$ cat src/rtl/mon_pkg.sv
// mon_pkg: opcodes, reply words and FSM encoding shared by the monitor command engine.
package mon_pkg;

    localparam int MON_WORD_W = 32;

    localparam logic [7:0] MON_OP_READ  = 8'h01;
    localparam logic [7:0] MON_OP_WRITE = 8'h02;
    localparam logic [7:0] MON_OP_PING  = 8'h03;

    localparam logic [MON_WORD_W-1:0] MON_RSP_WACK   = 32'h0000_00A5;
    localparam logic [MON_WORD_W-1:0] MON_RSP_PING   = 32'h4D4F_4E31;
    localparam logic [15:0]           MON_ERR_PREFIX = 16'hEEEE;
    localparam logic [7:0]            MON_ERR_UNKNOWN = 8'h00;
    localparam logic [7:0]            MON_ERR_TIMEOUT = 8'hFF;

    typedef enum logic [2:0] {
        ST_IDLE,
        ST_GET_ADDR,
        ST_GET_DATA,
        ST_BUS,
        ST_RESP
    } mon_state_e;

    function automatic logic [MON_WORD_W-1:0] mon_err_word(input logic [7:0] code, input logic [7:0] op);
        return {MON_ERR_PREFIX, code, op};
    endfunction

endpackage

$ cat src/rtl/monitor_cmd_engine_if.sv
// monitor_cmd_engine_if: rx/tx word streams and debug-bus signals of the monitor command engine.
interface monitor_cmd_engine_if #(parameter int W = 32) ();

    logic         rx_valid_i;
    logic         rx_ready_o;
    logic [W-1:0] rx_data_i;
    logic         tx_valid_o;
    logic         tx_ready_i;
    logic [W-1:0] tx_data_o;
    logic         bus_req_o;
    logic         bus_we_o;
    logic [W-1:0] bus_addr_o;
    logic [W-1:0] bus_wdata_o;
    logic [W-1:0] bus_rdata_i;
    logic         bus_ack_i;

    modport master (
        input  rx_valid_i, rx_data_i, tx_ready_i, bus_rdata_i, bus_ack_i,
        output rx_ready_o, tx_valid_o, tx_data_o, bus_req_o, bus_we_o, bus_addr_o, bus_wdata_o
    );

    modport slave (
        output rx_valid_i, rx_data_i, tx_ready_i, bus_rdata_i, bus_ack_i,
        input  rx_ready_o, tx_valid_o, tx_data_o, bus_req_o, bus_we_o, bus_addr_o, bus_wdata_o
    );

endinterface

$ cat src/rtl/mon_timeout_cnt.sv
// mon_timeout_cnt: 16-bit bus-cycle counter flagging the last allowed cycle of a transaction.
module mon_timeout_cnt #(
    parameter int LIMIT = 1024
) (
    input  logic clk_i,
    input  logic rst_i,
    input  logic clr_i,
    input  logic en_i,
    output logic expire_o
);

    logic [15:0] cnt_q, cnt_d;

    always_comb cnt_d = clr_i ? '0 : (en_i ? cnt_q + 16'd1 : cnt_q);

    always_ff @(posedge clk_i) cnt_q <= rst_i ? '0 : cnt_d;

    assign expire_o = cnt_q == 16'(LIMIT - 1);

endmodule

$ cat src/rtl/monitor_cmd_engine.sv
// monitor_cmd_engine: UART word-stream command responder doing single debug-bus peek/poke.
// Define MON_CMD_TIMEOUT_EN to abort bus transactions after TIMEOUT_CYC cycles.
module monitor_cmd_engine
    import mon_pkg::*;
#(
    parameter int WORD_W      = MON_WORD_W,
    parameter int TIMEOUT_CYC = 1024
) (
    input  logic                 clk_i,
    input  logic                 rst_i,
    monitor_cmd_engine_if.master io,
    output logic                 busy_o
);

    if (WORD_W != MON_WORD_W || TIMEOUT_CYC < 2 || TIMEOUT_CYC > 65535) begin : g_bad_cfg
        $error("monitor_cmd_engine: unsupported WORD_W or TIMEOUT_CYC");
    end

    mon_state_e        state_q, state_d;
    logic [7:0]        op_q, op_d;
    logic [WORD_W-1:0] addr_q, addr_d;
    logic [WORD_W-1:0] bus_addr_q, bus_addr_d;
    logic [WORD_W-1:0] bus_wdata_q, bus_wdata_d;
    logic              bus_we_q, bus_we_d;
    logic [WORD_W-1:0] tx_data_q, tx_data_d;
    logic              rx_hs, to_exp;
    logic [7:0]        hdr_op;

    assign hdr_op = io.rx_data_i[7:0];
    assign rx_hs  = io.rx_valid_i && io.rx_ready_o;

`ifdef MON_CMD_TIMEOUT_EN
    mon_timeout_cnt #(.LIMIT(TIMEOUT_CYC)) u_timeout (
        .clk_i    (clk_i),
        .rst_i    (rst_i),
        .clr_i    (state_q != ST_BUS),
        .en_i     (state_q == ST_BUS && !io.bus_ack_i),
        .expire_o (to_exp)
    );
`else
    assign to_exp = 1'b0;
`endif

    always_ff @(posedge clk_i) begin
        if (rst_i) begin
            state_q     <= ST_IDLE;
            op_q        <= '0;
            addr_q      <= '0;
            bus_addr_q  <= '0;
            bus_wdata_q <= '0;
            bus_we_q    <= 1'b0;
            tx_data_q   <= '0;
        end else begin
            state_q     <= state_d;
            op_q        <= op_d;
            addr_q      <= addr_d;
            bus_addr_q  <= bus_addr_d;
            bus_wdata_q <= bus_wdata_d;
            bus_we_q    <= bus_we_d;
            tx_data_q   <= tx_data_d;
        end
    end

    // Bus-facing registers load only on BUS entry so they hold steady outside BUS.
    always_comb begin
        state_d     = state_q;
        op_d        = op_q;
        addr_d      = addr_q;
        bus_addr_d  = bus_addr_q;
        bus_wdata_d = bus_wdata_q;
        bus_we_d    = bus_we_q;
        tx_data_d   = tx_data_q;
        case (state_q)
            ST_IDLE: if (rx_hs) begin
                op_d = hdr_op;
                if (hdr_op == MON_OP_READ || hdr_op == MON_OP_WRITE) begin
                    state_d = ST_GET_ADDR;
                end else begin
                    state_d   = ST_RESP;
                    tx_data_d = (hdr_op == MON_OP_PING) ? MON_RSP_PING : mon_err_word(MON_ERR_UNKNOWN, hdr_op);
                end
            end
            ST_GET_ADDR: if (rx_hs) begin
                addr_d = io.rx_data_i;
                if (op_q == MON_OP_WRITE) begin
                    state_d = ST_GET_DATA;
                end else begin
                    state_d    = ST_BUS;
                    bus_addr_d = io.rx_data_i;
                    bus_we_d   = 1'b0;
                end
            end
            ST_GET_DATA: if (rx_hs) begin
                state_d     = ST_BUS;
                bus_addr_d  = addr_q;
                bus_we_d    = 1'b1;
                bus_wdata_d = io.rx_data_i;
            end
            ST_BUS: if (io.bus_ack_i) begin
                state_d   = ST_RESP;
                tx_data_d = bus_we_q ? MON_RSP_WACK : io.bus_rdata_i;
            end else if (to_exp) begin
                state_d   = ST_RESP;
                tx_data_d = mon_err_word(MON_ERR_TIMEOUT, op_q);
            end
            ST_RESP: if (io.tx_ready_i) state_d = ST_IDLE;
            default: state_d = ST_IDLE;
        endcase
    end

    // Handshake outputs are gated by reset so nothing is offered while it is asserted.
    always_comb begin
        io.rx_ready_o  = !rst_i && (state_q == ST_IDLE || state_q == ST_GET_ADDR || state_q == ST_GET_DATA);
        io.bus_req_o   = !rst_i && state_q == ST_BUS;
        io.tx_valid_o  = !rst_i && state_q == ST_RESP;
        busy_o         = !rst_i && state_q != ST_IDLE;
        io.tx_data_o   = tx_data_q;
        io.bus_addr_o  = bus_addr_q;
        io.bus_we_o    = bus_we_q;
        io.bus_wdata_o = bus_wdata_q;
    end

endmodule

$ cat src/flat_wrapper.sv
// flat-port wrapper written by rule: the top's interface ports become plain ports
module monitor_cmd_engine_flat import mon_pkg::*;
#(
    parameter int WORD_W      = MON_WORD_W,
    parameter int TIMEOUT_CYC = 1024
)
  (clk_i, rst_i, busy_o, io_rx_valid_i, io_rx_data_i, io_tx_ready_i, io_bus_rdata_i, io_bus_ack_i, io_rx_ready_o, io_tx_valid_o, io_tx_data_o, io_bus_req_o, io_bus_we_o, io_bus_addr_o, io_bus_wdata_o);
  monitor_cmd_engine_if #(.W(32)) io_i ();
  input  logic clk_i;
  input  logic rst_i;
  output logic busy_o;
  input wire logic [$bits(io_i.rx_valid_i)-1:0] io_rx_valid_i;
  input wire logic [$bits(io_i.rx_data_i)-1:0] io_rx_data_i;
  input wire logic [$bits(io_i.tx_ready_i)-1:0] io_tx_ready_i;
  input wire logic [$bits(io_i.bus_rdata_i)-1:0] io_bus_rdata_i;
  input wire logic [$bits(io_i.bus_ack_i)-1:0] io_bus_ack_i;
  output wire logic [$bits(io_i.rx_ready_o)-1:0] io_rx_ready_o;
  output wire logic [$bits(io_i.tx_valid_o)-1:0] io_tx_valid_o;
  output wire logic [$bits(io_i.tx_data_o)-1:0] io_tx_data_o;
  output wire logic [$bits(io_i.bus_req_o)-1:0] io_bus_req_o;
  output wire logic [$bits(io_i.bus_we_o)-1:0] io_bus_we_o;
  output wire logic [$bits(io_i.bus_addr_o)-1:0] io_bus_addr_o;
  output wire logic [$bits(io_i.bus_wdata_o)-1:0] io_bus_wdata_o;
  assign io_i.rx_valid_i = io_rx_valid_i;
  assign io_i.rx_data_i = io_rx_data_i;
  assign io_i.tx_ready_i = io_tx_ready_i;
  assign io_i.bus_rdata_i = io_bus_rdata_i;
  assign io_i.bus_ack_i = io_bus_ack_i;
  assign io_rx_ready_o = io_i.rx_ready_o;
  assign io_tx_valid_o = io_i.tx_valid_o;
  assign io_tx_data_o = io_i.tx_data_o;
  assign io_bus_req_o = io_i.bus_req_o;
  assign io_bus_we_o = io_i.bus_we_o;
  assign io_bus_addr_o = io_i.bus_addr_o;
  assign io_bus_wdata_o = io_i.bus_wdata_o;
  monitor_cmd_engine #(.WORD_W(WORD_W), .TIMEOUT_CYC(TIMEOUT_CYC)) u_core (.clk_i(clk_i), .rst_i(rst_i), .io(io_i), .busy_o(busy_o));
endmodule
$ cat config.mk
export PLATFORM = sky130hd
export DESIGN_NAME = monitor_cmd_engine_flat
export DESIGN_NICKNAME = d
export VERILOG_FILES = /design/src/rtl/mon_pkg.sv /design/src/rtl/monitor_cmd_engine_if.sv /design/src/rtl/mon_timeout_cnt.sv /design/src/rtl/monitor_cmd_engine.sv /design/src/flat_wrapper.sv
export SDC_FILE = /design/constraint.sdc
export NUM_CORES = 1
export LEC_CHECK = 0
export ABC_AREA = 1
export CAP_MARGIN = 40
export CORE_ASPECT_RATIO = 1.2
export CORE_UTILIZATION = 40
export DETAILED_ROUTE_END_ITERATION = 16
export MAX_ROUTING_LAYER = met4
export PLACE_DENSITY = 0.69
export SLEW_MARGIN = 10
export SYNTH_ARGS = -nofsm -noshare
export SYNTH_HDL_FRONTEND = slang
export SYNTH_SLANG_ARGS = --single-unit
$ cat constraint.sdc
create_clock -name clk_i -period 3.15 [get_ports clk_i]
set_input_delay 0.4725 -clock clk_i [delete_from_list [all_inputs] [get_ports clk_i]]
set_output_delay 0.4725 -clock clk_i [all_outputs]
set_load 0.1 [all_outputs]
-- After elaboration in Yosys (flattened, before gate mapping)
Index checks and enable logic that the tools add are counted.
- output and inout bits: 101
- logic and storage cells: 63
- input port bits: 69
- bits in registers: 140
- eq/ne operators: 15
- mux-type cells: 22
- reductions and logical operators: 19
- operators by type and width (cell ; count):
    32-bit two-way mux ; 8
    32-bit one-hot mux with 2 select lines ; 2
    8-bit by 2-bit equality test with 1-bit output, second input constant ; 3
    3-bit two-way mux ; 6
    3-bit one-hot mux with 5 select lines ; 1
    8-bit by 1-bit equality test with 1-bit output, second input constant ; 1
    2-bit != test, second input constant ; 4
    4-bit AND reduction ; 2
    3-bit by 2-bit equality test with 1-bit output, second input constant ; 2
    2-bit by 1-bit != test with 1-bit output, second input constant ; 3
    2-bit AND reduction ; 3
    1-bit logical AND ; 5
    5-bit AND reduction ; 1
    1-bit two-way mux ; 4
    2-bit nonzero test ; 2
    3-bit by 1-bit equality test with 1-bit output, second input constant ; 1
    3-bit equality test, second input constant ; 1
    3-bit logical NOT ; 1
    1-bit logical OR ; 3
    3-bit nonzero test ; 1
    1-bit one-hot mux with 2 select lines ; 1
    1-bit logical NOT ; 1

-- Longest topological paths before layout
- word-level depth: 7
- gate-level depth with buffers: 10
- depth with buffers taken out: 9

-- Worst setup path before layout
Ideal clock, no wire load.
- kind: input to output
- start: in rst_i
- end: out io_tx_valid_o
- arrival: 3.619 ns
- data required time: 2.677 ns
- path buffers: 2
- stages on the path: 3
- setup slack: -0.942 ns
- cells stage by stage: clkbuf_1 > clkbuf_1 > nor4_1
- longest elaborated chain between the ends: 2
- ends and longest elaborated chain (what ; RTL line ; source):
    start, declared ; flat_wrapper.sv:10 ; input logic rst_i;
    1-bit logical NOT ; monitor_cmd_engine.sv:115 ; io.tx_valid_o = !rst_i && state_q == ST_RESP;
    1-bit logical AND ; monitor_cmd_engine.sv:115 ;
    end, declared ; flat_wrapper.sv:18 ; output wire logic [$bits(io_i.tx_valid_o)-1:0] io_tx_valid_o;
Every way passes these cells.

-- Worst setup path after layout
- start: reg u_core.state_q[1]
- end: out io_bus_req_o
- longest elaborated chain between the ends: 2
- ends and longest elaborated chain (what ; RTL line ; source):
    start, declared ; monitor_cmd_engine.sv:19 ; mon_state_e state_q, state_d;
    start signal, assigned ; monitor_cmd_engine.sv:54 ; state_q <= state_d;
    3-bit by 2-bit equality test with 1-bit output ; monitor_cmd_engine.sv:114 ; io.bus_req_o = !rst_i && state_q == ST_BUS;
    1-bit logical AND ; monitor_cmd_engine.sv:114 ;
    end, declared ; flat_wrapper.sv:20 ; output wire logic [$bits(io_i.bus_req_o)-1:0] io_bus_req_o;
Every way passes these cells.

==> summary.md <==
| Metric | Value |
|---|---|
| Initial Util | `0.415` |
| Count of instances resized after the clock tree is built | `0` |
| Max_slew headroom | `0.463` |
| Post-synthesis cell area | `6050 um^2` |
| TritonCTS buffer count | `17` |
| Largest net degree at the start of global routing | `65` |
| Tightest Hold Check Type | `in -> reg` |
| Die Span X | `114 um` |
| First-pass detailed-route iteration total | `4` |
| Leading register cell type out of synthesis | `sky130_fd_sc_hd__dfxtp_1` |
| Final setup viols | `0` |
| Share of the synthesized area in the top cell type | `0.463` |
| Worst path arrival time | `1.78 ns` |
| Post-synthesis sequential area ratio | `0.463` |
| Layout cell share with drive strength beyond 1 | `0.153` |
| Most numerous cell in the Yosys netlist | `sky130_fd_sc_hd__nand2_1` |
| Data required time at the worst endpoint | `2.68 ns` |
| Crit path launch type | `flop` |
| Slew @ Worst Pin | `0.805 ns` |
| Critical Path Fanout Max | `9` |
| Number of setup buffers added after CTS | `0` |
| Hold Fails Final Rpt | `0` |
| H-tree depth | `4` |
| Number of warning messages in the yosys log | `0` |
| Avg Cell Area, Syn | `6.89 um^2` |
| Root Driver | `sky130_fd_sc_hd__clkbuf_16` |
| Half-perimeter wire length of the detailed placement result | `11.8 mm` |
| Crit Path Category | `reg -> out` |
| Endpoint class of the critical path | `primary output` |
| Pwr Density | `957 nW/um^2` |
| Final Max Tran Viols | `0` |
| Number of global-route vias before repair | `5806` |
| GRT busiest layer | `met2` |
| DRC violations left | `0` |
| Maximum clock path buffer count | `2` |
| First-pass GRT wire length | `29.1 mm` |
| Die height | `137 um` |
| Die area | `15600 um^2` |
| Worst Setup Slack post-DPL | `0.733 ns` |
| Area delta synth->final | `39.6%` |
| Worst Setup SP | `u_core.state_q[1]$_SDFFE_PP0P_` |
| Final worst slack | `0.894 ns` |
| Post-synth EDFFs | `0` |
| Synth top area cells | `sky130_fd_sc_hd__dfxtp_1 (46%), sky130_fd_sc_hd__nand2_1 (16%), sky130_fd_sc_hd__a21oi_1 (8.2%)` |
| Met3 Use GR | `0.0607` |
| Total detailed-routing wirelength | `18.0 mm` |
| Routability-driven placement congestion ratio | `0.788` |
| Share of synthesized flip-flops with an asynchronous set or reset | `0` |
| Clock Pin Slew Worst Setup and Hold Paths | `0.06 ns` |
| Total congestion overflow after global routing | `0` |
| Hold_buf cts | `0` |
| Leak | `3.70 nW` |
| Row cnt | `48` |
| Flip-flop and latch count after synthesis | `140` |
| Final design instance area without fill | `8450 um^2` |
| Initial antenna violation count | `0` |
| Number of clock sinks seen by CTS | `140` |
| Placed Instance Area | `7810 um^2` |
| Total Negative Setup Slacks | `0 ns` |
| Placeable core region | `14600 um^2` |
| Gr usage total | `0.248` |
| Clock tree from TritonCTS | `done` |
| Post-Route Skew | `0.00780 ns` |
| Number of ports placed on the die boundary | `170` |
| Distinct cell type count of the synthesized netlist | `26` |
| Met2 capacity usage during global routing | `0.412` |
| Number of vias per cell | `4.94` |
| Antenna-violating nets left | `0` |
| Maximum resistive drop on vdd | `0.383 mV` |
| Clock network latency to the later pin of the worst-skew pair | `0.42 ns` |
| NumNets Final | `1100` |
| Post-synth net total | `948` |
| Fraction of met1 tracks used by global routing | `0.293` |
| Worst hold slack | `0.405 ns` |
| Maximum capacitance violations | `0` |
| Maximum achievable frequency | `443 MHz` |
| Final worst-path cycle share | `0.716` |
| Number of antenna diodes | `0` |
| Total via count in the routed design | `6150` |
| Average wire length per cell after detail routing | `14.5 um` |
| Startpoint of the worst hold path | `rst_i` |
| Instance count of the mapped netlist | `879` |
| Most used standard cells in the synthesized netlist | `sky130_fd_sc_hd__nand2_1 (255), sky130_fd_sc_hd__dfxtp_1 (140), sky130_fd_sc_hd__nor2_1 (125)` |
| Number of DRC violations after detailed-routing iteration 0 | `334` |
| Unrepaired setup endpoints after global routing | `false` |
| Run status | `finished clean` |
| R2R Path Start | `u_core.state_q[1]$_SDFFE_PP0P_` |
| Count of buffers inserted at the top-level ports | `169` |
| Largest area contributor in the netlist | `sky130_fd_sc_hd__dfxtp_1` |
| Final worst path period need | `2.26 ns` |
-- worst paths after layout --
kind                                                         endpoint  slack (ns)  cells after the start
worst min-delay path            u_core.io.bus_wdata_o[2]$_SDFFE_PP0P_        0.40                      2
worst min register to register            u_core.op_q[7]$_SDFFE_PP0P_        0.46                      2
worst max-delay path                                     io_bus_req_o        0.89                      3
worst max register to register         u_core.state_q[0]$_SDFFE_PP0P_        1.01                      7
-- layer usage --
layer	up-vias	part of all wire
li1	3129	-
met5	-	0
met3	23	0.058
met1	2814	0.44
met4	0	0.016
met2	184	0.48
-- sequential cells by signal, indices dropped and copies added, names as in the netlist --
name and flops:
u_core.state_q 3, u_core.io.bus_addr_o 32, u_core.io.bus_wdata_o 32, u_core.io.tx_data_o 32, u_core.io.bus_we_o 1, u_core.addr_q 32
u_core.op_q 8
-- cells by family (layout without fill, tap and decap cells) --
logic type	Yosys count	count (layout)	synth area share
and+or+nand+nor	469	469	0.321
buffers and inverters	112	277	0.0839
DFF	140	140	0.463
AOI/OAI and AO/OA	158	158	0.132
-- metrics by stage --
| step | instances | power (mW) | util |
|---|---|---|---|
| floorplan | 879 | 5.05 | - |
| global placement | 1196 | 5.81 | 0.519 |
| detailed placement | 1212 | 5.95 | 0.535 |
| CTS | 1244 | 8.14 | 0.579 |
| global route | 1244 | 8.49 | 0.579 |
| finish | 1244 | 8.08 | 0.579 |
-- cell type report --
cell class | count | area, um^2
Sequential cell | 140 | 2800
Timing Repair Buffer | 196 | 1820
Fill cell | 1416 | 6150
Clock inverter | 12 | 194
Multi-Input combinational cell | 627 | 2750
Tap cell | 200 | 250
Inverter | 49 | 184
Clock buffer | 20 | 447
-- critical path, stage by stage, from the launching register on --
cell,delay (ns)
sky130_fd_sc_hd__dfxtp_1,0.52
sky130_fd_sc_hd__nand3_1,0.34
sky130_fd_sc_hd__nor2_1,0.19
sky130_fd_sc_hd__buf_4,0.31
-- placed cells by master (no fill, tap or decap), drive strengths merged, types with 2 or more instances in the layout --
cell type / instances
nand4: 25
inv: 48
clkinv: 6
nand3: 55
buf: 113
a21oi: 100
clkdlybuf4s50: 83
clkinvlp: 2
clkbuf: 20
dfxtp: 140
nand2: 257
bufinv: 5
o21ai: 56
nor2: 128
-- power breakdown --
part	total [mW]	internal, mW	leakage (nW)	switching [mW]
logic	3.68	0.914	2.26	2.77
registers	2.23	2.06	1.14	0.173
clock network	2.17	1.42	0.310	0.755
(Power assumes the default switching activity.)
